### config.mk
export PLATFORM = sky130hd
export DESIGN_NAME = flowcontrol_seq
export DESIGN_NICKNAME = d
export VERILOG_FILES = /design/src/rtl/flowcontrol_seq.sv
export SDC_FILE = /design/constraint.sdc
export NUM_CORES = 1
export LEC_CHECK = 0
export CORE_MARGIN = 2
export CORE_UTILIZATION = 59
export DETAILED_ROUTE_END_ITERATION = 12
export GPL_ROUTABILITY_DRIVEN = 0
export PLACE_DENSITY_LB_ADDON = 0.08
export SLEW_MARGIN = 20
export SYNTH_ARGS = -nofsm -noshare
export SYNTH_HDL_FRONTEND = slang
export SYNTH_SLANG_ARGS = --single-unit
### constraint.sdc
create_clock -name clk -period 2.3 [get_ports clk]
set_input_delay 0.46 -clock clk [delete_from_list [all_inputs] [get_ports clk]]
set_output_delay 0.46 -clock clk [all_outputs]
set_load 0.005 [all_outputs]
### src/rtl/flowcontrol_seq.sv
// flowcontrol_seq: N_CH debounced valve channels with min open/closed hold
// times. Optional watchdog (macro FLOWCTRL_WDOG_EN) force-closes and faults.
//
// Ports:
//   clk, rst_n  - rising-edge clock, async active-low reset
//   en          - global enable, 0 closes every channel
//   sens        - 4 sensor bits per channel, {A,B,C,D} with A as MSB
//   fault_clr   - clears all watchdog fault bits
//   valve       - registered valve commands
//   demand      - raw valve equation from the registered sensors
//   fault       - sticky watchdog faults (0 without FLOWCTRL_WDOG_EN)
//   any_open    - OR of valve
module flowcontrol_seq #(
  parameter int N_CH    = 4,
  parameter int CNT_W   = 8,
  parameter int DEB_CYC = 4,
  parameter int MIN_ON  = 8,
  parameter int MIN_OFF = 8,
  parameter int MAX_ON  = 200
) (
  input  logic              clk,
  input  logic              rst_n,
  input  logic              en,
  input  logic [4*N_CH-1:0] sens,
  input  logic              fault_clr,
  output logic [N_CH-1:0]   valve,
  output logic [N_CH-1:0]   demand,
  output logic [N_CH-1:0]   fault,
  output logic              any_open
);

`ifdef FLOWCTRL_WDOG_EN
  localparam bit WDOG = 1'b1;
`else
  localparam bit WDOG = 1'b0;
`endif

  localparam logic [CNT_W-1:0] T_SAT    = '1;
  localparam logic [CNT_W-1:0] DEB_LAST = CNT_W'(DEB_CYC - 1);
  localparam logic [CNT_W-1:0] MIN_ON_C = CNT_W'(MIN_ON);
  localparam logic [CNT_W-1:0] MIN_OF_C = CNT_W'(MIN_OFF);
  localparam logic [CNT_W-1:0] WD_LIM   = CNT_W'(MAX_ON - 1);

  typedef enum logic [1:0] {
    CLOSED  = 2'd0,
    ARM_ON  = 2'd1,
    OPEN    = 2'd2,
    ARM_OFF = 2'd3
  } st_e;

  logic [4*N_CH-1:0] s_q;
  st_e               st_q  [N_CH];
  st_e               st_d  [N_CH];
  logic [CNT_W-1:0]  t_q   [N_CH];
  logic [CNT_W-1:0]  t_d   [N_CH];
  logic [CNT_W-1:0]  dc_q  [N_CH];
  logic [CNT_W-1:0]  dc_d  [N_CH];
  logic [N_CH-1:0]   valve_q;
  logic [N_CH-1:0]   valve_d;
  logic [N_CH-1:0]   fault_q;
  logic [N_CH-1:0]   fault_d;
  logic [N_CH-1:0]   wdog;

  always_comb begin
    demand = '0;
    for (int i = 0; i < N_CH; i++) begin
      demand[i] = (~s_q[4*i+3] & ~s_q[4*i+2])
                | (~s_q[4*i+3] & ~s_q[4*i+1])
                | ( s_q[4*i+2] & ~s_q[4*i+1] & s_q[4*i])
                | ( s_q[4*i+3] &  s_q[4*i+2] & s_q[4*i+1]);
    end
  end

  always_comb begin
    wdog    = '0;
    valve_d = '0;
    for (int i = 0; i < N_CH; i++) begin
      st_d[i] = st_q[i];
      dc_d[i] = dc_q[i];
      t_d[i]  = (t_q[i] == T_SAT) ? T_SAT : t_q[i] + CNT_W'(1);
      wdog[i] = WDOG && t_q[i] == WD_LIM
             && (st_q[i] == OPEN || st_q[i] == ARM_OFF);
      if (!en || wdog[i]) begin
        st_d[i] = CLOSED;
        t_d[i]  = '0;
      end else begin
        unique case (st_q[i])
          CLOSED: begin
            if (demand[i] && !fault_q[i] && t_q[i] >= MIN_OF_C) begin
              st_d[i] = ARM_ON;
              dc_d[i] = CNT_W'(1);
            end
          end
          ARM_ON: begin
            // abandoning the arm keeps the timer running
            if (!demand[i]) begin
              st_d[i] = CLOSED;
            end else if (dc_q[i] == DEB_LAST) begin
              st_d[i] = OPEN;
              t_d[i]  = '0;
            end else begin
              dc_d[i] = dc_q[i] + CNT_W'(1);
            end
          end
          OPEN: begin
            if (!demand[i] && t_q[i] >= MIN_ON_C) begin
              st_d[i] = ARM_OFF;
              dc_d[i] = CNT_W'(1);
            end
          end
          ARM_OFF: begin
            if (demand[i]) begin
              st_d[i] = OPEN;
            end else if (dc_q[i] == DEB_LAST) begin
              st_d[i] = CLOSED;
              t_d[i]  = '0;
            end else begin
              dc_d[i] = dc_q[i] + CNT_W'(1);
            end
          end
        endcase
      end
      valve_d[i] = (st_d[i] == OPEN) || (st_d[i] == ARM_OFF);
    end
    // a new fault on the same edge as a clear wins
    fault_d = (fault_q & {N_CH{~fault_clr}}) | wdog;
  end

  always_ff @(posedge clk or negedge rst_n) begin
    if (!rst_n) begin
      s_q     <= '0;
      valve_q <= '0;
      fault_q <= '0;
      for (int i = 0; i < N_CH; i++) begin
        st_q[i] <= CLOSED;
        t_q[i]  <= T_SAT;
        dc_q[i] <= '0;
      end
    end else begin
      s_q     <= sens;
      valve_q <= valve_d;
      fault_q <= fault_d;
      for (int i = 0; i < N_CH; i++) begin
        st_q[i] <= st_d[i];
        t_q[i]  <= t_d[i];
        dc_q[i] <= dc_d[i];
      end
    end
  end

  assign valve    = valve_q;
  assign fault    = WDOG ? fault_q : '0;
  assign any_open = |valve_q;

endmodule
Word level (Yosys, flattened, before mapping). Cells that the tools add are included. W data, S select, Z words.

Output and inout port bits: 13. Register bits after elaboration: 96.

Order comparisons: 4. Reduce and logical (&&, ||, !) cells: 33. Muxes and demuxes: 80. Bitwise operators: 50. Add/subtract/negate cells: 8. Equality and inequality tests: 44.

Operators by type and width (number): $mux W8 (40); $pmux W8 S4 (4); $add A8 B1 Y8 const B (8); $pmux W8 S2 (4); $mux W2 (28); $eq A2 B2 Y1 const B (16); $eq A8 B2 Y1 const B (4); $eq A8 B8 Y1 const B (4); $ge A8 B4 Y1 const B (4); $ne A2 B2 Y1 const B (16); $pmux W2 S4 (4); $and A1 B1 Y1 (24); $reduce_and A5 Y1 (4); $not A1 Y1 (13); $logic_and A1 B1 Y1 (12); $or A1 B1 Y1 (12); $eq A2 B1 Y1 const B (4); $logic_not A1 Y1 (8); $logic_not A2 Y1 (4); $and A4 B4 Y4 (1); $logic_or A1 B1 Y1 (4); $reduce_or A4 Y1 (1).

Depth between registers and ports, before layout. Gate-level depths: netlist of run 1.

Word-level depth: 12. Depth in mapped cells: 7. Mapped depth without buffers: 6.

Least setup slack after synthesis of run 1. OpenSTA, ideal clock, no wires.

Path type: register -> register. From: register dc_q[4] in the netlist's numbering. To: register dc_q[0] in the netlist's numbering. Period minus slack after synthesis: 2066 ps. Stages on the path, launching flop included: 7. Path slack: 234 ps. Library setup time: 125 ps. Data required time: 2175 ps. Arrival time: 1941 ps. Cells stage by stage: dfrtp_1 or4_1 or3_4 nand3_4 or2_1 buf_6 mux2_4.

Longest elaborated chain between the ends: 4. Elaborated cells between the ends (all ways): 5. Those cells by class: eq/ne (1); mux (4).

RTL lines: from (decl) (line 56) `logic [CNT_W-1:0] dc_q [N_CH];`; from (signal, indexed assignment) (line 146) `dc_q[i] <= dc_d[i];`; $eq A8 B2 Y1 (*) (line 98, 114); $mux W8 (*); $mux W8 (on tied branches); $pmux W8 S4 (*).

Mark *: on every way between the ends. The rest lies on a longest branch, timed or not. The select of a mux whose other input is x is not followed. A chain may end at the register's enable or synchronous reset.

Final worst setup path of run 1.
From: register s_q[7]. To: output demand[1].

Longest elaborated chain between the ends: 5. Elaborated cells between the ends (all ways): 8. Those cells by class: bitwise (8).

RTL lines: from (decl) (line 51) `logic [4*N_CH-1:0] s_q;`; from (signal assigned) (line 140) `s_q <= sens;`; $not A1 Y1 (line 67, 68); $and A1 B1 Y1 (on tied branches) (line 67, 68); $or A1 B1 Y1 (line 68) `| (~s_q[4*i+3] & ~s_q[4*i+1])`; $or A1 B1 Y1 (line 69) `| ( s_q[4*i+2] & ~s_q[4*i+1] & s_q[4*i])`; $or A1 B1 Y1 (*) (line 70) `| ( s_q[4*i+3] & s_q[4*i+2] & s_q[4*i+1]);`; to (decl) (line 27) `output logic [N_CH-1:0] demand,`.

Mark *: on every way between the ends. The rest lies on a longest branch, timed or not.

==> results.md, run 1 <==
* Cells after Synth at 470
* Full die area at 8990 um2
* Antenna Diode Count at 0
* Max-slew headroom at 60.4%
* CTS hold repair buffers at 0
* Nets@finish at 547
* Power Total at 3460 uW
* Static Leak at 0.00238 uW
* Layout cells sized above 1 at 16.7%
* Worst Setup SP: s_q[7]$_DFF_PN0_
* Pre-CTS WS at 0.121 ns
* DR vias/cell at 5.77
* RR Endpoint: dc_q[0]$_DFFE_PN0P_
* Max-slew violations at 0
* Dpl cell area at 5350 um2
* Ys async rst share at 100%
* Worst Setup EP: demand[1]
* Worst setup skew after layout at 0.00889 ns
* Vias in the first global route at 3469
* Pre-antenna DRT Iters at 4
* Main synth FF type: dfrtp_1
* Design Area, Final at 5580 um2
* # setup viols final at 0
* Yosys top cell by area: dfrtp_1
* Final Hold Vio Count at 0
* Post-route ant nets at 0
* H-tree Lvls at 3
* Min-delay worst type: input pin to async pin
* # rows at 33
* Total vias in the final route at 3607
* Fin crit share at 96.6%
* First-pass GRT wire length at 15900 um
* Max-cap viol count at 0
* EDFF count, synth at 0
* PwrDens at 620 nW/um2
* Synth Cell Area at 4870 um2
* Area grow syn2layout at 14.8%
* Worst r2r src: dc_q[4]$_DFFE_PN0P_
* Post-synthesis register bit count at 96
* Yosys warns at 0
* Setup CP Type: register to output port
* CTS max path bufs at 2
* Post-synthesis sequential area ratio at 50.2%
* Worst EP required at 1.84 ns
* Yosys top cell area share at 32.9%
* Worst r2r path cells at 5
* Wire length per cell at 14.4 um
* Core outline area at 8090 um2
* Synth cell types at 66
* Die extent in x at 94.8 um
* TritonCTS clock tree: yes
* Most common cell after layout, fill and taps aside: dfrtp_1
* Outcome: completed
* Clk sinks at 96
* Clock Latency Late Sink at 0.36 ns
* Post-route worst setup slack at 0.0790 ns
* Overflow after GRT at 0
* Die Y at 94.8 um
* Slew @ Worst Pin at 0.594 ns
* Most frequent cells in the layout: dfrtp_1, nand2_1, nor2_1
* Largest net degree at the start of global routing at 46
* # IOs at 33
* Gr usage total at 22.4%
* Detailed placement HPWL at 6440 um
* Post-layout min period at 2.22 ns
* DRC Markers at 0
* IO buf count at 28
* Critical Path Start Type: register
* Arrival @ worst endpoint at 1.76 ns
* Worst hold slack at 0.0844 ns
* Worst-path clk slew at 0.09 ns
* Worst vdd ir at 0.395 mV
* CTS Buf Count at 9
* Synth area leaders: dfrtp_1, dfstp_2, ha_1
* Initial detailed-routing violation count at 158
* CP endpoint kind: output port
* Fillcell total at 670
* RSZ-0062 raised after global routing: false
* CTS root buffer: clkbuf_8
* Starting Density at 60.1%
* Fmax at 450 MHz
* Syn avg cell area at 10.4 um2
* Max FO, Critical Path at 5
* Setup_tns at 0 ns
* Final wirelength at 9010 um
* FF-to-FF setup slack at 0.10 ns
* Initial antenna violation count at 0
state kept, by name (all words and copies together) (netlist names):
name / count
st_q: 8
dc_q: 32
valve: 4
s_q: 16
fault_q: 4
t_q: 32
power breakdown:
group          total [uW]  switching (uW)  leakage, uW  internal (uW)
Combinational         354             168      0.00118            186
Sequential           1910             104      0.00110           1810
Clock                1200             582     0.000110            614
metrics by stage:
step | util [%] | cells
2_1_floorplan | - | 473
3_3_place_gp | 66.1 | 609
3_5_place_dp | 66.1 | 609
4_1_cts | 68.9 | 625
5_1_grt | 69.0 | 625
6_report | 69.0 | 625
Yosys cell counts, types with 3 or more instances:
master     number
dfrtp_1        64
nand2_1        33
nor2_1         33
dfstp_2        32
a21oi_1        28
inv_1          28
and3_1         21
nand3_1        20
o21ai_0        19
nand3b_1       18
ha_1           12
xnor2_1        11
mux2i_1        10
o221ai_1        9
nand2b_1        8
nor3_1          8
xor2_1          7
clkbuf_1        6
a21o_1          5
o21a_1          5
o22ai_1         5
a31oi_1         4
buf_4           4
nand4_1         4
nor2b_1         4
nor4_1          4
o21ai_1         4
or4_1           4
a21oi_2         3
and3b_1         3
mux2_2          3
o2bb2ai_1       3
metal layers:
| layer | share of wire (%) | GRT usage [%] |
|---|---|---|
| met2 | 48 | 35.6 |
| met1 | 47 | 30.6 |
| met4 | 2.1 | 9.30 |
| met3 | 3.2 | 3.75 |
| met5 | 0 | 0 |
critical path: stages (launching register included):
cell,delay (ns)
dfrtp_1,0.38
and3b_1,0.21
a21oi_2,0.25
clkdlybuf4s50_1,0.56
worst min path at each step:
| stage | cells after the start | slack (ns) | to | from |
|---|---|---|---|---|
| CTS | 1 | 0.11 | dc_q[20]$_DFFE_PN0P_ | rst_n |
| detailed placement | 1 | 0.50 | fault_q[2]$_DFF_PN0_ | fault_q[2]$_DFF_PN0_ |
| finish | 1 | 0.08 | dc_q[20]$_DFFE_PN0P_ | rst_n |
| floorplan | 0 | 0.16 | dc_q[0]$_DFFE_PN0P_ | rst_n |
| global placement | 2 | 0.47 | fault_q[1]$_DFF_PN0_ | fault_q[1]$_DFF_PN0_ |
| global route | 1 | 0.13 | dc_q[20]$_DFFE_PN0P_ | rst_n |
final cells by class:
class,count,area [um2],area share (%)
Sequential cell,96,2440,43.7
Multi-Input combinational cell,336,2260,40.5
Timing Repair Buffer,44,425,7.62
Tap cell,105,131,2.35
Clock buffer,9,124,2.22
Inverter,28,105,1.88
Clock inverter,7,95.1,1.70
cells by family (layout without fill, tap and decap cells):
group	Yosys count	in the layout	synth area share, %
xor gates and xnor gates	18	18	3.24
buffers and inverters	41	88	3.81
other	1	4	0.0771
AOI/OAI and AO/OA	105	105	14.4
adders and majority gates	12	12	3.09
muxes	15	15	3.37
and+or+nand+nor	182	182	21.9
DFF	96	96	50.2
repair_timing:
action,CTS,global route
gates cloned,0,0
resized for setup,2,2
endpoints found under the setup margin,1,2
setup buffers,0,0
Power figures use the tool's default switching activity.
==> run 2: changes to the inputs <==
--- a/config.mk
+++ b/config.mk
@@ -7,6 +7,7 @@
 export LEC_CHECK = 0
 export CORE_MARGIN = 2
 export CORE_UTILIZATION = 59
+export CTS_CLUSTER_SIZE = 14
 export DETAILED_ROUTE_END_ITERATION = 12
 export GPL_ROUTABILITY_DRIVEN = 0
 export PLACE_DENSITY_LB_ADDON = 0.08
==> results of run 2 <==
No change in the layout: final DEF, timing and power equal those of run 1.
